--- src/rtl/i2c_seq_pkg.sv ---
// i2c_seq_pkg: register map, status bit and FSM encoding shared by the i2c_wb_sequencer blocks.
package i2c_seq_pkg;
    localparam logic [31:0] REG_STATUS = 32'h00;
    localparam logic [31:0] REG_CFG    = 32'h08;
    localparam logic [31:0] REG_SADDR  = 32'h0C;
    localparam logic [31:0] REG_TXDATA = 32'h10;
    localparam logic [31:0] REG_START  = 32'h14;
    localparam int STATUS_BUSY_BIT = 0;
    typedef enum logic [3:0] {
        S_INIT, S_IDLE, S_ADDR, S_DATA, S_START1, S_START0, S_POLL_HI, S_POLL_LO, S_TMO
    } state_t;
endpackage

--- src/rtl/i2c_seq_fifo.sv ---
// i2c_seq_fifo: request FIFO with full/empty flags; a push on full is taken only alongside a pop.
module i2c_seq_fifo #(
    parameter int DEPTH = 8,
    parameter int W = 15
) (
    input  logic         clk,
    input  logic         reset,
    input  logic         push,
    input  logic         pop,
    input  logic [W-1:0] wdata,
    output logic [W-1:0] rdata,
    output logic         full,
    output logic         empty
);
    localparam int AW = $clog2(DEPTH);
    logic [AW:0] wptr, rptr;
    logic [W-1:0] mem [DEPTH];
    logic wr, rd;
    assign empty = wptr == rptr;
    assign full = (wptr[AW-1:0] == rptr[AW-1:0]) && (wptr[AW] != rptr[AW]);
    assign wr = push && (!full || pop);
    assign rd = pop && !empty;
    assign rdata = mem[rptr[AW-1:0]];
    always_ff @(posedge clk or posedge reset) begin
        if (reset) begin
            wptr <= '0;
            rptr <= '0;
        end else begin
            if (wr) wptr <= wptr + 1'b1;
            if (rd) rptr <= rptr + 1'b1;
        end
    end
    always_ff @(posedge clk) begin
        if (wr) mem[wptr[AW-1:0]] <= wdata;
    end
endmodule

--- src/rtl/i2c_wb_sequencer.sv ---
// i2c_wb_sequencer: queues (addr, byte) writes and plays them into i2c_master_wb over Wishbone.
// Define I2C_SEQ_TIMEOUT_EN to add the busy-poll timeout and sticky err flag.
module i2c_wb_sequencer
    import i2c_seq_pkg::*;
#(
    parameter int FIFO_DEPTH = 8,
    parameter logic [31:0] CFG_VALUE = 32'h0000_0000,
    parameter int POLL_GAP = 4,
    parameter int TIMEOUT_CYC = 65535
) (
    input  logic        clk,
    input  logic        reset,
    input  logic        req_valid,
    input  logic [6:0]  req_addr,
    input  logic [7:0]  req_data,
    output logic        req_ready,
    output logic        busy,
    output logic        done_pulse,
    output logic        err,
    input  logic        err_clr,
    output logic        wbm_cyc_o,
    output logic        wbm_stb_o,
    output logic        wbm_we_o,
    output logic [31:0] wbm_adr_o,
    output logic [3:0]  wbm_sel_o,
    output logic [31:0] wbm_dat_o,
    input  logic [31:0] wbm_dat_i,
    input  logic        wbm_ack_i
);
    localparam logic [15:0] GAP_LOAD = POLL_GAP > 0 ? 16'(POLL_GAP - 1) : 16'd0;
    state_t state;
    logic [6:0] cur_addr, last_addr;
    logic [7:0] cur_data;
    logic last_vld;
    logic [15:0] gap;
    logic [14:0] head;
    logic full, empty, pop, push, polling;
    logic op_we;
    logic [31:0] op_adr, op_dat;
    logic unused_ok;

    assign pop = state == S_IDLE && !empty;
    assign req_ready = state != S_INIT && (!full || pop);
    assign push = req_valid && req_ready;
    assign busy = !(state == S_IDLE || state == S_INIT) || !empty;
    assign wbm_sel_o = wbm_stb_o ? 4'hF : 4'h0;
    assign polling = state == S_POLL_HI || state == S_POLL_LO;

    i2c_seq_fifo #(.DEPTH(FIFO_DEPTH), .W(15)) u_fifo (
        .clk(clk), .reset(reset), .push(push), .pop(pop),
        .wdata({req_addr, req_data}), .rdata(head), .full(full), .empty(empty)
    );

    always_comb begin
        op_we = !polling;
        op_adr = state == S_INIT ? REG_CFG : state == S_ADDR ? REG_SADDR :
                 state == S_DATA ? REG_TXDATA : polling ? REG_STATUS : REG_START;
        op_dat = state == S_INIT ? CFG_VALUE : state == S_ADDR ? {25'b0, cur_addr} :
                 state == S_DATA ? {24'b0, cur_data} : state == S_START1 ? 32'd1 : 32'd0;
    end

`ifdef I2C_SEQ_TIMEOUT_EN
    logic [31:0] tcnt;
    assign unused_ok = ^wbm_dat_i[31:1];
`else
    assign err = 1'b0;
    assign unused_ok = ^{wbm_dat_i[31:1], err_clr, TIMEOUT_CYC};
`endif

    always_ff @(posedge clk or posedge reset) begin
        if (reset) begin
            state <= S_INIT;
            wbm_cyc_o <= 1'b0;
            wbm_stb_o <= 1'b0;
            wbm_we_o <= 1'b0;
            wbm_adr_o <= '0;
            wbm_dat_o <= '0;
            cur_addr <= '0;
            cur_data <= '0;
            last_addr <= '0;
            last_vld <= 1'b0;
            gap <= '0;
            done_pulse <= 1'b0;
`ifdef I2C_SEQ_TIMEOUT_EN
            tcnt <= '0;
            err <= 1'b0;
`endif
        end else begin
            done_pulse <= 1'b0;
`ifdef I2C_SEQ_TIMEOUT_EN
            if (err_clr) err <= 1'b0;
`endif
            if (state == S_IDLE) begin
                if (!empty) begin
                    cur_addr <= head[14:8];
                    cur_data <= head[7:0];
                    state <= (last_vld && head[14:8] == last_addr) ? S_DATA : S_ADDR;
                end
            end else if (wbm_stb_o) begin
                if (wbm_ack_i) begin
                    wbm_cyc_o <= 1'b0;
                    wbm_stb_o <= 1'b0;
                    wbm_we_o <= 1'b0;
                    wbm_adr_o <= '0;
                    wbm_dat_o <= '0;
                    case (state)
                        S_INIT: state <= S_IDLE;
                        S_ADDR: begin
                            last_addr <= cur_addr;
                            last_vld <= 1'b1;
                            state <= S_DATA;
                        end
                        S_DATA: state <= S_START1;
                        S_START1: state <= S_START0;
                        S_START0: begin
                            state <= S_POLL_HI;
                            gap <= '0;
`ifdef I2C_SEQ_TIMEOUT_EN
                            tcnt <= '0;
`endif
                        end
                        S_POLL_HI: begin
                            gap <= GAP_LOAD;
                            if (wbm_dat_i[STATUS_BUSY_BIT]) state <= S_POLL_LO;
                        end
                        S_POLL_LO: begin
                            gap <= wbm_dat_i[STATUS_BUSY_BIT] ? GAP_LOAD : 16'd0;
                            if (!wbm_dat_i[STATUS_BUSY_BIT]) begin
                                state <= S_IDLE;
                                done_pulse <= 1'b1;
                            end
                        end
                        default: state <= S_IDLE;
                    endcase
                end
            end else if (gap != 16'd0) begin
                gap <= gap - 16'd1;
            end else begin
                wbm_cyc_o <= 1'b1;
                wbm_stb_o <= 1'b1;
                wbm_we_o <= op_we;
                wbm_adr_o <= op_adr;
                wbm_dat_o <= op_dat;
            end
`ifdef I2C_SEQ_TIMEOUT_EN
            // Timeout overrides any poll in flight: abort it, then clear START from S_TMO.
            if (polling) begin
                tcnt <= tcnt + 32'd1;
                if (tcnt == 32'(TIMEOUT_CYC - 1)) begin
                    err <= 1'b1;
                    last_vld <= 1'b0;
                    state <= S_TMO;
                    gap <= '0;
                    done_pulse <= 1'b0;
                    wbm_cyc_o <= 1'b0;
                    wbm_stb_o <= 1'b0;
                    wbm_we_o <= 1'b0;
                    wbm_adr_o <= '0;
                    wbm_dat_o <= '0;
                end
            end
`endif
        end
    end
endmodule

--- config.mk ---
export PLATFORM = sky130hd
export DESIGN_NAME = i2c_wb_sequencer
export DESIGN_NICKNAME = d
export VERILOG_FILES = /design/src/rtl/i2c_seq_pkg.sv /design/src/rtl/i2c_seq_fifo.sv /design/src/rtl/i2c_wb_sequencer.sv
export SDC_FILE = /design/constraint.sdc
export NUM_CORES = 1
export LEC_CHECK = 0
export ABC_CLOCK_PERIOD_IN_PS = 11700
export BUFFER_PORTS_ARGS = -buffer_cell sky130_fd_sc_hd__buf_2
export CAP_MARGIN = 40
export CORE_UTILIZATION = 40
export DETAILED_ROUTE_END_ITERATION = 8
export PLACE_DENSITY = 0.64
export SLEW_MARGIN = 0
export SYNTH_ARGS = -nofsm -noshare
export SYNTH_HDL_FRONTEND = slang
export SYNTH_HIERARCHICAL = 1
export SYNTH_SLANG_ARGS = --single-unit
--- constraint.sdc ---
create_clock -name clk -period 11.7 [get_ports clk]
set_input_delay 2.34 -clock clk [delete_from_list [all_inputs] [get_ports clk]]
set_output_delay 2.34 -clock clk [all_outputs]
set_load 0.03 [all_outputs]
==> flow_summary.json, run 1 <==
{
  "wl_per_cell_microns": 17.2,
  "vdd_drop_max_v": 0.000154,
  "cts_max_level": 4,
  "synthDistinctLibCells": 59,
  "synthFlopType": "edfxtp_1",
  "seq_power_share": 0.407,
  "ioPinCount": 127,
  "period_share": 0.414,
  "cts_tree": "built",
  "root_buffer": "clkbuf_16",
  "numCtsBuffers": 17,
  "placed_area_sq_um": 8870,
  "cp_max_fo": 34,
  "post_cts_buffers": 0,
  "power_mw": 2.33,
  "tns_ns": 0,
  "synthArstFlopShare": 0.351,
  "yosys_warnings": 6,
  "syn_to_final_growth_pct": 11.1,
  "ctsHoldBuffers": 0,
  "setup_viol": 0,
  "drv_slew": 0,
  "finalHoldViolCount": 0,
  "die_h_microns": 148,
  "die-area_sq_um": 21900,
  "dr_total_vias": 4633,
  "critPathKind": "reg2out",
  "drt-initial-drc-count": 258,
  "max_freq_mhz": 206,
  "cp.required_ns": 9.36,
  "grt_max_degree": 58,
  "clkLatencyLatePin_ns": 0.43,
  "antenna_left": 0,
  "slew-limit-headroom": 0.442,
  "status": "finished, final reports clean",
  "yosysSeqAreaShare": 0.614,
  "crit_path_max_incr_delay_ns": 0.53,
  "crit_family": "buffers and inverters",
  "clock_power_share": 0.241,
  "cpMaxStageDelayCell": "buf_4",
  "port-buffer-count": 40,
  "synth_cells": 584,
  "syn_avg_cell_area_sq_um": 14.6,
  "arrival_ns": 2.51,
  "regToRegStartpoint": "u_fifo/rptr[0]",
  "swShare": 0.359,
  "period_minus_slack_ns": 4.85,
  "rsz0062_at_grt": "false",
  "drive_above_1_share": 0.284,
  "clkSlewWorstSetupHoldPaths_ns": 0.07,
  "power.internal_mw": 1.49,
  "worstSetupStartpoint": "u_fifo/rptr[0]",
  "core_area_sq_um": 21000,
  "viasPerCell": 5.07,
  "hp-start": "last_vld",
  "grt_pass1_vias": 4683,
  "worst_pin_slew_ns": 0.830,
  "ys_seq_elements": 185,
  "ctsResizeCount": 0,
  "worstPathCellList": "buf_4 -> xnor2_2 -> nand3_2 -> nor2_1 -> o21ai_0 -> a21boi_0 -> buf_2",
  "num_antenna_cells": 0,
  "drv_cap": 0,
  "pre_cts_slack_ns": 7.17,
  "critPathLaunchType": "register",
  "cp-end-kind": "primary output",
  "grt_usage": 0.155,
  "p_leak_nw": 3.76,
  "synth_edf_count": 120,
  "path_buf_inv": 2,
  "netlist_area_sq_um": 8520,
  "comb_power_share": 0.352,
  "power_density_nw_per_um2": 247,
  "firstDrtPassIters": 4,
  "nNetsFinal": 684,
  "grt_overflow": 0,
  "clockBufferDepth": 2,
  "grt_pass1_wl_microns": 25200,
  "drt_wl_total_microns": 15700,
  "hpwl_microns": 10400,
  "placementRows": 53,
  "hold_ws_ns": 0.488,
  "fin_ws_ns": 6.85,
  "clkSinkCount": 185,
  "die_x_microns": 148,
  "switchingPower_mw": 0.838,
  "floorplan.initialDensity": 0.406,
  "antenna_found_initial": 2,
  "gp_congestion": 0.763,
  "drc": 0,
  "hold_class": "reg2reg",
  "fin_area_sq_um": 9460,
  "finClkSkew_ns": 0.0117
}
==> cells by family (layout without fill, tap and decap cells) <==
group                    count (synthesis)  count (layout)  synth area share
AO/OA/AOI/OAI                           47              47            0.0384
XOR/XNOR                                16              16            0.0191
adder cells (fa/ha/maj)                  7               7            0.0103
buffers and inverters                   96              97            0.0754
flip-flops                             185             185             0.614
multiplexers                            95              95             0.162
other                                    1              54          0.000440
AND/OR/NAND/NOR                        137             137            0.0807
==> layer usage <==
layer,track usage,up-vias,part of all wire
li1,-,2156,-
met1,0.197,2320,0.44
met3,0.0389,15,0.055
met2,0.261,140,0.49
met4,0.0443,2,0.0093
met5,0,-,0.00083
==> flip-flops by register name, summed over array words and instances (netlist names), 3 cells and up <==
register and cells:
cur_addr 7, cur_data 8, gap 16, last_addr 7, state 3, u_fifo/mem 120, u_fifo/rptr 4, u_fifo/wptr 4
wbm_adr_o 3, wbm_dat_o 8
==> synth_stat cells, types with 4 or more instances <==
cell,instances,area share
edfxtp_1,120,0.42
dfrtp_1,65,0.19
buf_4,59,0.052
nand2_1,57,0.025
mux2_2,40,0.053
mux4_2,30,0.079
mux2i_1,25,0.029
nor2_1,20,0.0088
o21ai_0,15,0.0088
nor3_1,14,0.0082
clkbuf_1,13,0.0057
inv_1,9,0.0040
nand4_1,9,0.0066
buf_6,7,0.0093
ha_1,7,0.010
xor2_1,7,0.0072
buf_2,6,0.0035
xnor2_1,6,0.0062
nand3_1,5,0.0029
o211ai_1,5,0.0044
a21o_1,4,0.0035
a21oi_1,4,0.0024
nor4_1,4,0.0029
==> final cells by class <==
type                       instances  area (sq um)
fill                            1849         11500
multi-input combinational        356          2910
sequential                       185          5230
inverter                          10          37.5
tap                              275           344
timing repair buffer              55           348
clock inverter                    15           168
clock buffer                      17           425
==> final timing paths <==
check                                     to  slack, ns  depth (start not counted)
hold reg to reg                     last_vld       0.49                          1
setup reg to reg           u_fifo/mem[3][14]       8.32                         10
min in group asynchronous     u_fifo/wptr[1]       1.86                          2
max in group asynchronous        cur_addr[1]       9.10                          3
setup / recovery                   req_ready       6.85                          7
hold / removal                      last_vld       0.49                          1
==> stage by stage <==
step                 util  cells
floorplan               -    637
detailed placement  0.423    881
global placement    0.419    874
finish              0.451    913
CTS                 0.451    913
global route        0.451    913
==> cells in the final DEF (no fill, tap or decap), types with 5 or more instances in the layout <==
cell type	n
buf_2	41
buf_4	9
buf_8	5
clkbuf_16	17
conb_1	54
dfrtp_1	64
edfxtp_1	120
ha_1	7
inv_1	8
inv_6	5
mux2_2	40
mux2i_1	25
mux4_2	30
nand2_1	57
nand3_1	5
nand4_1	9
nor2_1	18
nor3_1	11
o211ai_1	5
o21ai_0	15
xnor2_1	6
xor2_1	7
==> power groups by stage <==
stage / logic, mW / registers (mW) / clock network [mW]
after global placement: 0.783 / 0.959 / 0
after global routing: 0.902 / 0.967 / 0.601
final: 0.822 / 0.948 / 0.562
after floorplan: 0.666 / 0.924 / 0
after detailed placement: 0.826 / 0.962 / 0
after CTS: 0.831 / 0.949 / 0.573
==> worst register-to-register path, delay by kind of cell (launching register included) <==
family,cells,cell delay [ns]
XOR/XNOR,1,0.12
AND/OR/NAND/NOR,5,1.38
flip-flops,1,0.34
AO/OA/AOI/OAI,2,0.49
buffers and inverters,2,0.76
Power figures use the tool's default switching activity.
==> inputs of run 2 (changes only) <==
--- a/config.mk
+++ b/config.mk
@@ -5,7 +5,7 @@
 export SDC_FILE = /design/constraint.sdc
 export NUM_CORES = 1
 export LEC_CHECK = 0
-export ABC_CLOCK_PERIOD_IN_PS = 11700
+export ABC_CLOCK_PERIOD_IN_PS = 4700
 export BUFFER_PORTS_ARGS = -buffer_cell sky130_fd_sc_hd__buf_2
 export CAP_MARGIN = 40
 export CORE_UTILIZATION = 40
==> constraint.sdc (replaced) <==
create_clock -name clk -period 4.7 [get_ports clk]
set_input_delay 0.94 -clock clk [delete_from_list [all_inputs] [get_ports clk]]
set_output_delay 0.94 -clock clk [all_outputs]
set_load 0.03 [all_outputs]
==> run 2 against run 1 <==
  * Via count grew 0.71%
  * Final cell count did not move
  * Setup slack lost 5.4 ns
  * Cell area fell by 1.0%
  * Sequential cell count is the same
  * Worst hold slack lost 0.017 ns
  * Routed wire length is 0.36% lower
  * Power grew 150%
  * Core utilization is 0.47 points lower
  * Critical endpoint unchanged
==> flow_summary.json, run 2 (synthesis gave the netlist of run 1 again) <==
{
  "placementRows": 53,
  "cpMaxStageDelayCell": "dfrtp_1",
  "post_cts_buffers": 0,
  "drt-initial-drc-count": 182,
  "finalHoldViolCount": 0,
  "critPathLaunchType": "register",
  "grt_overflow": 0,
  "firstDrtPassIters": 4,
  "cts_max_level": 4,
  "setup_viol": 0,
  "clkLatencyLatePin_ns": 0.43,
  "numCtsBuffers": 17,
  "crit_family": "flip-flops",
  "hold_ws_ns": 0.471,
  "dr_total_vias": 4666,
  "root_buffer": "clkbuf_16",
  "cp_max_fo": 12,
  "slew-limit-headroom": 0.456,
  "rrSetupSlack_ns": 1.71,
  "fillers": 1860,
  "period_share": 0.691,
  "drv_cap": 0,
  "period_minus_slack_ns": 3.25,
  "status": "finished, final reports clean",
  "fin_util": 0.447,
  "die-area_sq_um": 21900,
  "clkSinkCount": 185,
  "ctsResizeCount": 0,
  "cp.required_ns": 3.76,
  "p_leak_nw": 3.72,
  "finClkSkew_ns": 0.00933,
  "max_freq_mhz": 308,
  "antenna_found_initial": 2,
  "vdd_drop_max_v": 0.000299,
  "core_area_sq_um": 21000,
  "ioPinCount": 127,
  "grt_max_degree": 58,
  "die_x_microns": 148,
  "multi_input_area_sq_um": 2890,
  "cp-end-kind": "primary output",
  "cts_tree": "built",
  "clkSlewWorstSetupHoldPaths_ns": 0.07,
  "arrival_ns": 2.31,
  "drive_above_1_share": 0.279,
  "die_h_microns": 148,
  "tns_ns": 0,
  "grt_pass1_vias": 4608,
  "power_density_nw_per_um2": 611,
  "grt_pass1_wl_microns": 24900,
  "final_cell_mix": "120 x edfxtp_1, 64 x dfrtp_1, 57 x nand2_1",
  "path_buf_inv": 1,
  "gp_congestion": 0.780,
  "largest_reg_flops": 120,
  "drc": 0,
  "critPathKind": "reg2out",
  "pre_cts_slack_ns": 1.69,
  "layout_commonest_cell": "edfxtp_1",
  "drt_wl_total_microns": 15600,
  "crit_path_max_incr_delay_ns": 0.65,
  "port-buffer-count": 40,
  "hold_class": "reg2reg",
  "floorplan.initialDensity": 0.406,
  "seq_area_sq_um": 5230,
  "wl_per_cell_microns": 17.1,
  "ctsHoldBuffers": 0,
  "fin_ws_ns": 1.45,
  "drv_slew": 0,
  "clockBufferDepth": 2,
  "worstPathCellList": "xnor2_2 -> nand3_2 -> nor2_1 -> o21ai_0 -> a21boi_0 -> buf_2",
  "nNetsFinal": 683,
  "grt_usage": 0.152,
  "viasPerCell": 5.11,
  "hpwl_microns": 9960,
  "antenna_left": 0,
  "worst_pin_slew_ns": 0.809,
  "syn_to_final_growth_pct": 9.95,
  "rsz0062_at_grt": "false"
}
-- run 2: cell count changes in the layout (fill, tap and decap cells not counted), sizes merged --
cell,previous run,this run
inv,17,18
clkinv,6,5
buf,55,54
diode,0,1
clkbuf,17,18
clkinvlp,2,1
-- run 2: path summary, 6_finish.rpt --
check,start,end,cells past startpoint
worst min-delay path,last_vld,last_vld,1
min in group asynchronous,reset,u_fifo/wptr[1],2
max in group asynchronous,reset,gap[15],3
worst max register to register,u_fifo/wptr[0],u_fifo/mem[5][1],8
worst max-delay path,u_fifo/wptr[0],req_ready,6
worst min register to register,last_vld,last_vld,1
-- run 2: where the power goes --
part	total [mW]	leakage [nW]	switching, mW	internal, mW
Sequential	2.34	1.89	0.240	2.10
Clock	1.35	0.276	0.651	0.701
Combinational	2.02	1.56	1.14	0.878
-- run 2: worst register-to-register path: stages (launching register included) --
cell	delay (ns)
dfrtp_1	0.65
xnor2_2	0.18
nand3_2	0.24
nor2_1	0.27
nor2_2	0.07
buf_4	0.23
nor3_1	0.71
nor4b_2	0.11
buf_4	0.26
-- run 2: layer usage --
layer | track usage | up-vias | share of wire
met4 | 0.0397 | 2 | 0.0068
met1 | 0.205 | 2366 | 0.46
li1 | - | 2155 | -
met3 | 0.0463 | 12 | 0.053
met2 | 0.241 | 131 | 0.48
met5 | 0 | - | 0.00083
-- run 2: final cells by class --
type,count,area share
repair buffers,54,0.0326
inverters,10,0.00401
clock inverters,14,0.0136
flip-flops and latches,185,0.559
diodes,1,0.000267
well taps,275,0.0367
multi-input cells,356,0.308
clock buffers,18,0.0458
-- run 2: per-stage QoR --
stage	power [mW]	std cells	instance area (sq um)
final	5.72	913	9360
after global placement	4.34	879	8800
after detailed placement	4.41	880	8800
after CTS	5.77	912	9360
after global routing	6.05	912	9360
after floorplan	3.96	637	8710
